`config.mk`:
```
export PLATFORM = sky130hd
export DESIGN_NAME = soc_reset_sequencer_flat
export DESIGN_NICKNAME = d
export VERILOG_FILES = /design/src/rtl/soc_reset_sequencer_if.sv /design/src/rtl/soc_reset_sequencer.sv /design/src/flat_wrapper.sv
export SDC_FILE = /design/constraint.sdc
export NUM_CORES = 1
export LEC_CHECK = 0
export ABC_AREA = 1
export ABC_CLOCK_PERIOD_IN_PS = 2800
export CAP_MARGIN = 20
export CORE_ASPECT_RATIO = 1.25
export CORE_MARGIN = 8
export CORE_UTILIZATION = 30
export CTS_CLUSTER_SIZE = 24
export DETAILED_ROUTE_END_ITERATION = 12
export PLACE_DENSITY = 0.54
export SYNTH_ARGS = -nofsm -noshare
export SYNTH_HDL_FRONTEND = slang
export SYNTH_SLANG_ARGS = --single-unit
```
`constraint.sdc`:
```
create_clock -name clock -period 2.8 [get_ports clock]
set_clock_uncertainty 0.05 [all_clocks]
set_input_delay 0.56 -clock clock [delete_from_list [all_inputs] [get_ports clock]]
set_output_delay 0.56 -clock clock [all_outputs]
set_load 0.01 [all_outputs]
```
`src/rtl/soc_reset_sequencer_if.sv`:
```
// Pin bundle of soc_reset_sequencer: raw board button in, staged resets and busy flag out.
// Status fields (rst_count, rst_cause) exist only when RST_STATUS_EN is defined.
interface soc_reset_sequencer_if;
    logic       btn_n;
    logic       periph_rst_n;
    logic       core_rst_n;
    logic       rst_busy;
`ifdef RST_STATUS_EN
    logic [7:0] rst_count;
    logic       rst_cause;

    modport master (
        input  btn_n,
        output periph_rst_n,
        output core_rst_n,
        output rst_busy,
        output rst_count,
        output rst_cause
    );

    modport slave (
        output btn_n,
        input  periph_rst_n,
        input  core_rst_n,
        input  rst_busy,
        input  rst_count,
        input  rst_cause
    );
`else
    modport master (
        input  btn_n,
        output periph_rst_n,
        output core_rst_n,
        output rst_busy
    );

    modport slave (
        output btn_n,
        input  periph_rst_n,
        input  core_rst_n,
        input  rst_busy
    );
`endif
endinterface

```
`src/rtl/soc_reset_sequencer.sv`:
```
// Staged SoC reset: debounced board button plus system reset hold both domains, then release
// peripherals before the CPU core. Optional RST_STATUS_EN adds a press counter and last-cause flag.
module soc_reset_sequencer #(
    parameter int DEBOUNCE_CYCLES = 16,
    parameter int HOLD_CYCLES     = 32,
    parameter int STAGGER_CYCLES  = 8,
    parameter int CNT_W           = 16
) (
    input  logic                  clock,
    input  logic                  resetn,
    soc_reset_sequencer_if.master rif
);
    typedef enum logic [1:0] {
        ST_HOLD  = 2'd0,
        ST_REL_P = 2'd1,
        ST_RUN   = 2'd2
    } state_e;

    localparam logic [CNT_W-1:0] DEB_MAX  = CNT_W'(DEBOUNCE_CYCLES - 1);
    localparam logic [CNT_W-1:0] HOLD_MAX = CNT_W'(HOLD_CYCLES - 1);
    localparam logic [CNT_W-1:0] STAG_MAX = CNT_W'(STAGGER_CYCLES - 1);
    localparam logic [CNT_W-1:0] CNT_ONE  = CNT_W'(1);
    localparam logic [CNT_W-1:0] CNT_ZERO = {CNT_W{1'b0}};

    logic [1:0]       btn_sync_q, btn_sync_d;
    logic [CNT_W-1:0] deb_cnt_q, deb_cnt_d;
    logic             pressed_prev_q, pressed_prev_d;
    logic             press_q, press_d;
    logic             btn_pressed_s;
    state_e           state_q, state_d;
    logic [CNT_W-1:0] timer_q, timer_d;
    logic             periph_rst_n_q, periph_rst_n_d;
    logic             core_rst_n_q, core_rst_n_d;
    logic             rst_busy_q, rst_busy_d;
`ifdef RST_STATUS_EN
    logic [7:0]       rst_count_q, rst_count_d;
    logic             rst_cause_q, rst_cause_d;
`endif

    // Synchroniser, debounce counter and registered press edge.
    // The level needs DEBOUNCE_CYCLES low samples: a saturated counter plus a still-low synced bit.
    always_comb begin
        btn_sync_d    = {btn_sync_q[0], rif.btn_n};
        btn_pressed_s = (deb_cnt_q == DEB_MAX) && !btn_sync_q[1];
        if (btn_sync_q[1]) begin
            deb_cnt_d = CNT_ZERO;
        end else if (deb_cnt_q == DEB_MAX) begin
            deb_cnt_d = deb_cnt_q;
        end else begin
            deb_cnt_d = deb_cnt_q + CNT_ONE;
        end
        pressed_prev_d = btn_pressed_s;
        press_d        = btn_pressed_s && !pressed_prev_q;
    end

    // Sequencer next state and shared timer; a press edge beats any timed exit.
    always_comb begin
        state_d = state_q;
        timer_d = timer_q;
        if (press_q) begin
            state_d = ST_HOLD;
            timer_d = CNT_ZERO;
        end else begin
            case (state_q)
                ST_HOLD: begin
                    if (btn_pressed_s) begin
                        timer_d = CNT_ZERO;
                    end else if (timer_q == HOLD_MAX) begin
                        state_d = ST_REL_P;
                        timer_d = CNT_ZERO;
                    end else begin
                        timer_d = timer_q + CNT_ONE;
                    end
                end
                ST_REL_P: begin
                    if (timer_q == STAG_MAX) begin
                        state_d = ST_RUN;
                        timer_d = CNT_ZERO;
                    end else begin
                        timer_d = timer_q + CNT_ONE;
                    end
                end
                ST_RUN: begin
                    timer_d = CNT_ZERO;
                end
                default: begin
                    state_d = ST_HOLD;
                    timer_d = CNT_ZERO;
                end
            endcase
        end
    end

    // Outputs decoded from the next state so they change on the same edge as the state.
    always_comb begin
        periph_rst_n_d = 1'b0;
        core_rst_n_d   = 1'b0;
        rst_busy_d     = 1'b1;
        case (state_d)
            ST_HOLD: begin
                periph_rst_n_d = 1'b0;
                core_rst_n_d   = 1'b0;
                rst_busy_d     = 1'b1;
            end
            ST_REL_P: begin
                periph_rst_n_d = 1'b1;
                core_rst_n_d   = 1'b0;
                rst_busy_d     = 1'b1;
            end
            ST_RUN: begin
                periph_rst_n_d = 1'b1;
                core_rst_n_d   = 1'b1;
                rst_busy_d     = 1'b0;
            end
            default: begin
                periph_rst_n_d = 1'b0;
                core_rst_n_d   = 1'b0;
                rst_busy_d     = 1'b1;
            end
        endcase
    end

`ifdef RST_STATUS_EN
    // Saturating press counter and last-cause flag; only the system reset clears them.
    always_comb begin
        rst_count_d = rst_count_q;
        rst_cause_d = rst_cause_q;
        if (press_q) begin
            rst_cause_d = 1'b1;
            if (rst_count_q != 8'd255) begin
                rst_count_d = rst_count_q + 8'd1;
            end else begin
                rst_count_d = rst_count_q;
            end
        end else begin
            rst_cause_d = rst_cause_q;
        end
    end
`endif

    // State registers with synchronous active-low system reset.
    always_ff @(posedge clock) begin
        if (!resetn) begin
            btn_sync_q     <= 2'b11;
            deb_cnt_q      <= CNT_ZERO;
            pressed_prev_q <= 1'b0;
            press_q        <= 1'b0;
            state_q        <= ST_HOLD;
            timer_q        <= CNT_ZERO;
            periph_rst_n_q <= 1'b0;
            core_rst_n_q   <= 1'b0;
            rst_busy_q     <= 1'b1;
`ifdef RST_STATUS_EN
            rst_count_q    <= 8'd0;
            rst_cause_q    <= 1'b0;
`endif
        end else begin
            btn_sync_q     <= btn_sync_d;
            deb_cnt_q      <= deb_cnt_d;
            pressed_prev_q <= pressed_prev_d;
            press_q        <= press_d;
            state_q        <= state_d;
            timer_q        <= timer_d;
            periph_rst_n_q <= periph_rst_n_d;
            core_rst_n_q   <= core_rst_n_d;
            rst_busy_q     <= rst_busy_d;
`ifdef RST_STATUS_EN
            rst_count_q    <= rst_count_d;
            rst_cause_q    <= rst_cause_d;
`endif
        end
    end

    assign rif.periph_rst_n = periph_rst_n_q;
    assign rif.core_rst_n   = core_rst_n_q;
    assign rif.rst_busy     = rst_busy_q;
`ifdef RST_STATUS_EN
    assign rif.rst_count    = rst_count_q;
    assign rif.rst_cause    = rst_cause_q;
`endif

endmodule

```
`src/flat_wrapper.sv`:
```
// flat-port wrapper written by rule: the top's interface ports become plain ports
module soc_reset_sequencer_flat 
#(
    parameter int DEBOUNCE_CYCLES = 16,
    parameter int HOLD_CYCLES     = 32,
    parameter int STAGGER_CYCLES  = 8,
    parameter int CNT_W           = 16
)
  (clock, resetn, rif_btn_n, rif_periph_rst_n, rif_core_rst_n, rif_rst_busy);
  soc_reset_sequencer_if rif_i ();
  input  logic clock;
  input  logic resetn;
  input wire logic [$bits(rif_i.btn_n)-1:0] rif_btn_n;
  output wire logic [$bits(rif_i.periph_rst_n)-1:0] rif_periph_rst_n;
  output wire logic [$bits(rif_i.core_rst_n)-1:0] rif_core_rst_n;
  output wire logic [$bits(rif_i.rst_busy)-1:0] rif_rst_busy;
  assign rif_i.btn_n = rif_btn_n;
  assign rif_periph_rst_n = rif_i.periph_rst_n;
  assign rif_core_rst_n = rif_i.core_rst_n;
  assign rif_rst_busy = rif_i.rst_busy;
  soc_reset_sequencer #(.DEBOUNCE_CYCLES(DEBOUNCE_CYCLES), .HOLD_CYCLES(HOLD_CYCLES), .STAGGER_CYCLES(STAGGER_CYCLES), .CNT_W(CNT_W)) u_core (.clock(clock), .resetn(resetn), .rif(rif_i));
endmodule
```
==> flow_summary_export.csv <==
group,metric,value,unit
synthesis,synth_cell_type_count,26,
synthesis,synth_async_sr_flop_share,0,
routing,ant_nets,0,
synthesis,avgSynthCellArea,6.99,sq um
final_layout,layout_common_cells,"nor2_1 (57), nand2_1 (52), dfxtp_1 (41), inv_1 (39), nand3_1 (17)",
grt,grt_first_pass_wirelength,6.79,mm
clock_network,cts_buffers,5,
routing,finalWirelength,3.82,mm
routing,drtIter0Drc,51,
place,gp_congestion,0.762,
clock_network,worstSkewPairLatency,0.30,ns
final_layout,final_area,2240,sq um
synthesis,syn_area,2010,sq um
clock_network,post_cts_resized,0,
routing,viasPerCell,4.44,
grt,grt_max_degree,16,
synthesis,yosysSeqAreaShare,0.407,
grt,antenna_found_initial,0,
final_layout,final_core_util,0.344,
synthesis,synth_area_leaders,"dfxtp_1 (41%), nor2_1 (11%), nand2_1 (9.7%), inv_1 (7.3%), xor2_1 (4.3%)",
clock_network,clk_pin_slew,0.09,ns
synthesis,yosysTopAreaCell,"dfxtp_1",
die,io_pins,6,
final_layout,area_growth,11.4,%
place,dp_slack,0.665,ns
grt,overflow,0,
synthesis,yosys_warnings,0,
die,dieArea,9610,sq um
timing,setup_slack,0.989,ns
timing,worstMarginPinSlew,0.280,ns
timing,max_slew_margin,0.812,
critical_path,start_kind,"input pin",
job,drv_cap,0,
pwr,p_leak,0.853,nW
die,rows,33,
synthesis,synth_flop_cell,"dfxtp_1",
pwr,p_per_area,453,nW/um^2
place,place_area,2150,sq um
place,io_buffers,5,
clock_network,root_buffer,"clkbuf_8",
synthesis,synth_top_area_frac,0.407,
routing,drt_first_pass_iters,4,
timing,hold_ws,0.345,ns
timing,setup_tns,0,ns
final_layout,multi_input_area,1020,sq um
routing,drc,0,
critical_path,end_kind,"flop",
critical_path,crit_path_max_fanout,10,
timing,timing.fmax,0.552,GHz
final_layout,final_common_cell,"nor2_1",
die,initial_core_util,0.309,
timing,fin_crit_sh,0.647,
clock_network,cts_tree,"built",
clock_network,cts_sinks,41,
timing,drv_slew,0,
clock_network,holdBufCountCts,0,
synthesis,synth-seq-cells,41,
clock_network,cts_setup_buffers,0,
final_layout,n_antenna_cell,0,
final_layout,fill_cells,726,
routing,vias,1718,
timing,final.min_clock_period,1.81,ns
clock_network,h-tree-depth,2,
timing,setup_violations,0,
run_status,status,"completed",
routing,wl_per_cell,9.88,microns
critical_path,cp.required,3.00,ns
critical_path,crit_arrival,2.01,ns
place,placedCellCount,379,
final_layout,fin_cells,387,
die,core_area,6520,sq um
hold_path,hold_class,"reg -> reg",
critical_path,setup.worst_path.class,"in -> reg",
timing,rsz0062_at_grt,"false",
pwr,vdd_drop_max,0.239,mV
synthesis,synth_cells,288,
final_layout,nNetsFinal,306,
synthesis,synth_edf_count,0,
die,die_w,89.3,microns
grt,grt_pass1_vias,1607,
timing,finalHoldViolations,0,
grt,grt_usage,0.0888,
die,die_height,108,microns
place,hpwl,2.91,mm
pwr,power,1.02,mW
final_layout,drive_above_1_share,0.0967,
synthesis,synth_fp_nets,295,
final_layout,final-seq-area,821,sq um
clock_network,clk_path_buf_depth,2,
[critical path: stages]
cell	delay (ns)
clkdlybuf4s50_1	0.49
inv_1	0.13
nor2_4	0.24
clkinv_1	0.27
a21oi_1	0.18
o21a_1	0.13
[report_power, final]
group | leakage (nW) | total, mW | internal, mW | switching [mW]
combinational | 0.474 | 0.0267 | 0.0109 | 0.0158
sequential | 0.331 | 0.592 | 0.588 | 0.00419
clock | 0.0481 | 0.398 | 0.177 | 0.221
[worst paths after layout]
check                           cells after the start                   from  slack [ns]                      end
worst max-delay path                                6                 resetn        0.99     u_core.deb_cnt_q[14]
worst min-delay path                                1  u_core.pressed_prev_q        0.35           u_core.press_q
worst max register to register                      9    u_core.deb_cnt_q[0]        1.03  u_core.rif.periph_rst_n
worst min register to register                      1  u_core.pressed_prev_q        0.35           u_core.press_q
[per-layer routing]
layer	wire, microns	global-route usage	part of all wire
met5	0	0	0
met4	51	0.0322	0.013
met3	99	0.0252	0.026
met2	1910	0.155	0.50
met1	1770	0.0984	0.46
[layout make-up]
type / count / area share
Tap cell: 87 / 0.0485
Inverter: 41 / 0.0686
Clock inverter: 3 / 0.0100
Clock buffer: 5 / 0.0307
Multi-Input combinational cell: 205 / 0.454
Timing Repair Buffer: 5 / 0.0223
Sequential cell: 41 / 0.366
[state kept, by name, summed over array words and instances (netlist names)]
name and count:
u_core.deb_cnt_q 16, u_core.timer_q 16, u_core.btn_sync_q 2, u_core.state_q 2
u_core.press_q 1, u_core.pressed_prev_q 1, u_core.rif.core_rst_n 1, u_core.rif.periph_rst_n 1
u_core.rif.rst_busy 1
[logic make-up after synthesis]
group	share of synthesized area
flops	0.407
compound gates	0.0652
simple gates	0.364
buf+inv	0.0863
xor+xnor	0.0522
fa+ha+maj	0.0248
[synth_stat cells (2+ instances only)]
cell type,n
a21oi_1,11
dfxtp_1,41
ha_1,4
inv_1,39
nand2_1,52
nand2_2,3
nand3_1,17
nand4_1,5
nor2_1,57
nor2_2,13
nor3_1,9
o21ai_0,12
or2_2,2
xnor2_1,2
xor2_1,10
Note: power is estimated with default switching activity, not from simulation.
